**config.mk**
```make
export PLATFORM = sky130hd
export DESIGN_NAME = uart_tx_flat
export DESIGN_NICKNAME = d
export VERILOG_FILES = /design/src/rtl/uart_tx_if.sv /design/src/rtl/uart_tx.sv /design/src/flat_wrapper.sv
export SDC_FILE = /design/constraint.sdc
export NUM_CORES = 1
export LEC_CHECK = 0
export CORE_MARGIN = 2
export CORE_UTILIZATION = 45
export CTS_CLUSTER_DIAMETER = 60
export DETAILED_ROUTE_END_ITERATION = 8
export PLACE_DENSITY = 0.66
export SLEW_MARGIN = 15
export SYNTH_ARGS = -nofsm -noshare
export SYNTH_HDL_FRONTEND = slang
export SYNTH_SLANG_ARGS = --single-unit
```
**constraint.sdc**
```tcl
create_clock -name clk -period 2.34 [get_ports clk]
set_clock_uncertainty 0.1 [all_clocks]
set_input_delay 0.702 -clock clk [delete_from_list [all_inputs] [get_ports clk]]
set_output_delay 0.702 -clock clk [all_outputs]
set_load 0.005 [all_outputs]
```
**src/rtl/uart_tx_if.sv**
```systemverilog
// rtl/uart_tx_if.sv - byte-write / serial-line bundle between a UART transmitter and its user
//
// Signals:
//   wdata [7:0]  byte to transmit, sampled on an edge where wen=1
//   wen          write strobe, at most one byte per cycle
//   full         transmit FIFO holds FIFO_DEPTH bytes; writes are ignored while high
//   drop         one-cycle pulse after a write was rejected because full was high
//   txd          serial line, registered, idles high
//   busy         a frame is on the line or bytes are still queued
//
// Modports:
//   master  the byte producer (drives wdata/wen, observes the rest)
//   slave   the transmitter itself

interface uart_tx_if;
    logic [7:0] wdata;
    logic       wen;
    logic       full;
    logic       drop;
    logic       txd;
    logic       busy;

    modport master (
        output wdata,
        output wen,
        input  full,
        input  drop,
        input  txd,
        input  busy
    );

    modport slave (
        input  wdata,
        input  wen,
        output full,
        output drop,
        output txd,
        output busy
    );
endinterface

```
**src/rtl/uart_tx.sv**
```systemverilog
// rtl/uart_tx.sv - 8N1 UART transmitter fed by a small circular transmit FIFO
//
// Parameters:
//   CLKS_PER_BIT  clock cycles each serial bit is held (1..65535)
//   FIFO_DEPTH    transmit FIFO entries, power of two in 2..16
//
// Ports:
//   clk    single clock, all state changes on its rising edge
//   reset  asynchronous active-high reset; aborts any frame and empties the FIFO
//   bus    uart_tx_if.slave: wdata/wen in, full/drop/txd/busy out
//
// Frame on txd: start bit 0, d0..d7 LSB first, stop bit 1, each bit CLKS_PER_BIT
// cycles. Queued bytes go out back-to-back: the stop bit's last cycle is followed
// directly by the next start bit.

module uart_tx #(
    parameter int CLKS_PER_BIT = 1,
    parameter int FIFO_DEPTH   = 4
) (
    input  logic     clk,
    input  logic     reset,
    uart_tx_if.slave bus
);

    localparam int CNT_W = (CLKS_PER_BIT > 1) ? $clog2(CLKS_PER_BIT) : 1;
    localparam int PTR_W = $clog2(FIFO_DEPTH);

    localparam logic [CNT_W-1:0] BAUD_LAST = CNT_W'(CLKS_PER_BIT - 1);
    localparam logic [PTR_W:0]   OCC_FULL  = (PTR_W + 1)'(FIFO_DEPTH);

    typedef enum logic [1:0] {
        IDLE,
        START,
        DATA,
        STOP
    } state_t;

    // Serialiser state
    state_t           state_q, state_d;
    logic [CNT_W-1:0] baud_q, baud_d;
    logic [2:0]       bit_q, bit_d;
    logic [7:0]       shift_q, shift_d;
    logic             txd_q, txd_d;

    // Transmit FIFO
    logic [7:0]       mem [FIFO_DEPTH];
    logic [PTR_W-1:0] rd_ptr_q;
    logic [PTR_W-1:0] wr_ptr_q;
    logic [PTR_W:0]   occ_q;
    logic             drop_q;

    logic fifo_full;
    logic fifo_empty;
    logic push;
    logic pop;
    logic bit_done;

    // full comes from the registered occupancy, so a write on an edge where the
    // FIFO was full is refused even if the serialiser pops on that same edge.
    assign fifo_full  = (occ_q == OCC_FULL);
    assign fifo_empty = (occ_q == '0);
    assign push       = bus.wen && !fifo_full;

    // Last cycle of the current serial bit.
    assign bit_done = (baud_q == BAUD_LAST);

    // ------------------------------------------------------------------
    // Next-state / datapath logic
    // ------------------------------------------------------------------
    always_comb begin
        state_d = state_q;
        baud_d  = baud_q;
        bit_d   = bit_q;
        shift_d = shift_q;
        txd_d   = txd_q;
        pop     = 1'b0;

        case (state_q)
            IDLE: begin
                baud_d = '0;
                bit_d  = '0;
                txd_d  = 1'b1;
                // Head byte moves into the shift register on the same edge
                // the start bit begins; later wdata activity cannot touch it.
                if (!fifo_empty) begin
                    pop     = 1'b1;
                    shift_d = mem[rd_ptr_q];
                    state_d = START;
                    txd_d   = 1'b0;
                end
            end

            START: begin
                if (bit_done) begin
                    baud_d  = '0;
                    state_d = DATA;
                    txd_d   = shift_q[0];
                end else begin
                    baud_d = baud_q + 1'b1;
                end
            end

            DATA: begin
                if (bit_done) begin
                    baud_d = '0;
                    if (bit_q == 3'd7) begin
                        state_d = STOP;
                        txd_d   = 1'b1;
                    end else begin
                        // Shift right so the bit on the line is always shift_q[0];
                        // the bit that follows it is presented from shift_q[1].
                        bit_d   = bit_q + 1'b1;
                        shift_d = {1'b0, shift_q[7:1]};
                        txd_d   = shift_q[1];
                    end
                end else begin
                    baud_d = baud_q + 1'b1;
                end
            end

            STOP: begin
                if (bit_done) begin
                    baud_d = '0;
                    bit_d  = '0;
                    // Chain straight into the next frame when bytes are waiting,
                    // so no idle cycle separates stop from the next start.
                    if (!fifo_empty) begin
                        pop     = 1'b1;
                        shift_d = mem[rd_ptr_q];
                        state_d = START;
                        txd_d   = 1'b0;
                    end else begin
                        state_d = IDLE;
                        txd_d   = 1'b1;
                    end
                end else begin
                    baud_d = baud_q + 1'b1;
                end
            end

            default: begin
                state_d = IDLE;
                txd_d   = 1'b1;
            end
        endcase
    end

    // ------------------------------------------------------------------
    // State registers
    // ------------------------------------------------------------------
    always_ff @(posedge clk or posedge reset) begin
        if (reset) begin
            state_q <= IDLE;
            baud_q  <= '0;
            bit_q   <= '0;
            shift_q <= '0;
            txd_q   <= 1'b1;
        end else begin
            state_q <= state_d;
            baud_q  <= baud_d;
            bit_q   <= bit_d;
            shift_q <= shift_d;
            txd_q   <= txd_d;
        end
    end

    // FIFO pointers, occupancy and the drop pulse. Pointers wrap naturally
    // because FIFO_DEPTH is a power of two.
    always_ff @(posedge clk or posedge reset) begin
        if (reset) begin
            rd_ptr_q <= '0;
            wr_ptr_q <= '0;
            occ_q    <= '0;
            drop_q   <= 1'b0;
        end else begin
            drop_q <= bus.wen && fifo_full;
            if (push) begin
                wr_ptr_q <= wr_ptr_q + 1'b1;
            end
            if (pop) begin
                rd_ptr_q <= rd_ptr_q + 1'b1;
            end
            case ({push, pop})
                2'b10:   occ_q <= occ_q + 1'b1;
                2'b01:   occ_q <= occ_q - 1'b1;
                default: occ_q <= occ_q;
            endcase
        end
    end

    // Storage needs no reset: entries are only read once the pointers say
    // they were written after the last reset.
    always_ff @(posedge clk) begin
        if (push) begin
            mem[wr_ptr_q] <= bus.wdata;
        end
    end

    // ------------------------------------------------------------------
    // Outputs
    // ------------------------------------------------------------------
    assign bus.full = fifo_full;
    assign bus.drop = drop_q;
    assign bus.txd  = txd_q;
    assign bus.busy = (state_q != IDLE) || !fifo_empty;

endmodule

```
**src/flat_wrapper.sv**
```systemverilog
// flat-port wrapper written by rule: the top's interface ports become plain ports
module uart_tx_flat 
#(
    parameter int CLKS_PER_BIT = 1,
    parameter int FIFO_DEPTH   = 4
)
  (clk, reset, bus_wdata, bus_wen, bus_full, bus_drop, bus_txd, bus_busy);
  uart_tx_if bus_i ();
  input  logic clk;
  input  logic reset;
  input wire logic [$bits(bus_i.wdata)-1:0] bus_wdata;
  input wire logic [$bits(bus_i.wen)-1:0] bus_wen;
  output wire logic [$bits(bus_i.full)-1:0] bus_full;
  output wire logic [$bits(bus_i.drop)-1:0] bus_drop;
  output wire logic [$bits(bus_i.txd)-1:0] bus_txd;
  output wire logic [$bits(bus_i.busy)-1:0] bus_busy;
  assign bus_i.wdata = bus_wdata;
  assign bus_i.wen = bus_wen;
  assign bus_full = bus_i.full;
  assign bus_drop = bus_i.drop;
  assign bus_txd = bus_i.txd;
  assign bus_busy = bus_i.busy;
  uart_tx #(.CLKS_PER_BIT(CLKS_PER_BIT), .FIFO_DEPTH(FIFO_DEPTH)) u_core (.clk(clk), .reset(reset), .bus(bus_i));
endmodule
```
==> reports/qor.yml <==
layout-drive-gt1-share_pct: 21.1
critPathSlowestCell: "clkdlybuf4s50_1"
final_max_slew_viol_count: 0
crit_path_end: "bus_full"
crit_start: "u_core.occ_q[0]$_DFFE_PP0P_"
clock_latency_ps: 300
p_per_area_nw_per_um2: 1270
synth-main-ff-cell: "edfxtp_1"
die_area_um2: 5870
synth_top_family_by_area: "multiplexers"
numClockSinks: 54
via_count: 1341
drtIter0Drc: 90
hp-class: "reg2reg"
worst-r2r-setup-slack_ps: 90
drv_cap: 0
syn2layout_area_growth_pct: 21.5
worst_pin_slew_ps: 512
diodes: 0
syn_area_per_cell_um2: 16.2
synthesis.area_um2: 2370
synthArstFlopShare_pct: 40.7
seqCellArea_um2: 1510
rsz0062_at_grt: "true"
grt-ovfl-total: 0
synthesis.nets: 171
synth_compound_area_share_pct: 7.43
yosysSeqAreaShare_pct: 63.7
arrival_ps: 1510
grt_usage_pct: 15.0
p_total_mw: 3.67
worst_r2r_endpoint: "u_core.occ_q[2]$_DFFE_PP0P_"
post-place-ws_ps: -251
final_antenna_net_count: 0
synth_edf_count: 32
vias_per_cell: 5.26
netlist_instances: 147
crit_path_end_kind: "primary output"
die_w_um: 76.6
hold_buffers: 0
crit_fanout: 3
fillers: 419
final_util_pct: 56.5
reg2regPathDepth: 10
synthDistinctLibCells: 33
startpoint_type: "flip-flop"
fin_nets: 208
synthMuxAreaShare_pct: 9.91
hold_path.startpoint: "u_core.bit_q[1]$_DFFE_PP0P_"
required_ps: 1540
crit_chain: "nor2_2 -> and2_1 -> clkdlybuf4s50_1"
grt_pass1_vias: 1398
clockRootBuffer: "clkbuf_8"
period_needed_ps: 2310
boundaryPins: 15
r2r-start: "u_core.state_q[0]$_DFFE_PP0P_"
outcome: "completed"
cts-root-to-sink-buffers: 2
synthTopCellsByCount: "32 x edfxtp_1, 21 x dfrtp_1, 12 x ha_1, 9 x inv_1, 8 x a221o_1"
fin_area_um2: 2890
hold_viol_final: 0
timing.hold.ws_ps: 417
synth_warnings: 0
fmaxAchievable_mhz: 433
numCtsBuffers: 5
layout_worst_path_cycle_share_pct: 98.8
htreeDepth: 2
die_y_um: 76.6
finalWeightedCongestion: 0.767
ys_top_cells_by_area: "edfxtp_1 40%, dfrtp_1 22%, mux4_1 6.6%, ha_1 6.3%, a221o_1 3.4%"
dpl_cell_area_um2: 2750
synth_xor_xnor_area_share_pct: 2.21
cts_tree: "done"
dp_hpwl_um: 2770
drc: 0
dr.pass1.iters: 4
rows: 26
start_util_pct: 46.5
yosys.area_share.simple_pct: 7.32
grt_max_degree: 23
hold_depth: 1
yosysMostFrequentCell: "edfxtp_1"
setup_viol: 0
vdd_ir_drop_max_uv: 512
netlist.area_leader.share_pct: 40.5
synth.largest_area_cell: "edfxtp_1"
ys_ff_latch: 54
core_area_um2: 5110
synth_adder_area_share_pct: 7.17
slew_headroom_pct: 65.9
setup_ws_ps: 29.0
multi_input_area_um2: 835
clkTransAtPathRegs_ps: 90
totalWireLength_um: 3970
leakage_nw: 1.18
grt_pass1_wl_um: 6720
criticalPathCategory: "reg2out"
port_buffers: 14
wl_per_cell_um: 15.6
max_stage_delay_ps: 500
antenna_found_initial: 0
-- worst min-delay path by stage --
stage	endpoint	slack, ps
after detailed placement	u_core.bit_q[1]$_DFFE_PP0P_	390
final	u_core.bit_q[1]$_DFFE_PP0P_	420
after floorplan	u_core.shift_q[7]$_DFFE_PP0P_	360
after global routing	u_core.bit_q[1]$_DFFE_PP0P_	440
after CTS	u_core.bit_q[1]$_DFFE_PP0P_	420
after global placement	u_core.shift_q[7]$_DFFE_PP0P_	380
-- layer usage --
| layer | part of all wire [%] | vias up | GRT usage, % | wire length [µm] |
|---|---|---|---|---|
| li1 | - | 639 | - | - |
| met1 | 42 | 681 | 18.3 | 1690 |
| met2 | 54 | 17 | 26.0 | 2150 |
| met3 | 2.5 | 4 | 3.79 | 99 |
| met4 | 1.1 | 0 | 4.73 | 42 |
| met5 | 0 | - | 0 | 0 |
-- critical path, delay by kind of cell (launching register included) --
kind | cells | cell delay [ps]
buffers and inverters | 1 | 500
DFF | 1 | 420
and+or+nand+nor | 2 | 290
-- cell type report --
class	count	share of cell area, %
clock buffer	5	2.38
clock inverter	3	0.564
inverter	9	1.17
multi-input combinational	81	28.9
sequential	54	52.4
tap	70	3.03
timing repair buffer	33	11.5
-- cell families after synthesis --
group | after synthesis
flops | 54
simple gates | 30
compound gates | 21
fa+ha+maj | 13
buf+inv | 12
mux | 11
xor+xnor | 6
-- repair_timing --
| item | 4_1_cts | 5_1_grt |
|---|---|---|
| pin swaps | 0 | 2 |
| setup endpoints to repair | 3 | 9 |
| gates resized for setup | 6 | 3 |
| setup buffers | 2 | 2 |
-- cells in the final DEF, fill, tap and decap left out, drive strengths merged, types with 3 or more instances in the layout --
cell type,instances
a221o,8
a22o,4
and2,5
and3,7
buf,19
clkbuf,5
clkdlybuf4s50,13
clkinv,3
dfrtp,21
edfxtp,32
ha,12
inv,9
mux4,8
nor2,5
nor2b,3
nor3,5
xor2,4
-- per-stage QoR --
step | std cells | TNS (ps)
2_1_floorplan | 147 | 0
3_3_place_gp | 243 | -165
3_5_place_dp | 243 | -378
4_1_cts | 253 | 0
5_1_grt | 255 | -56.2
6_report | 255 | 0
-- registers in the layout (all words and copies together), names as in the netlist --
name	cells
u_core.mem	32
u_core.shift_q	8
u_core.bit_q	3
u_core.occ_q	3
u_core.rd_ptr_q	2
u_core.state_q	2
u_core.wr_ptr_q	2
u_core.bus.drop	1
u_core.bus.txd	1
-- power breakdown --
group          internal [mW]  switching (mW)
Sequential              1.33           0.201
Combinational          0.891           0.755
Clock                  0.206           0.290
Total                   2.43            1.25
(Power assumes the default switching activity.)
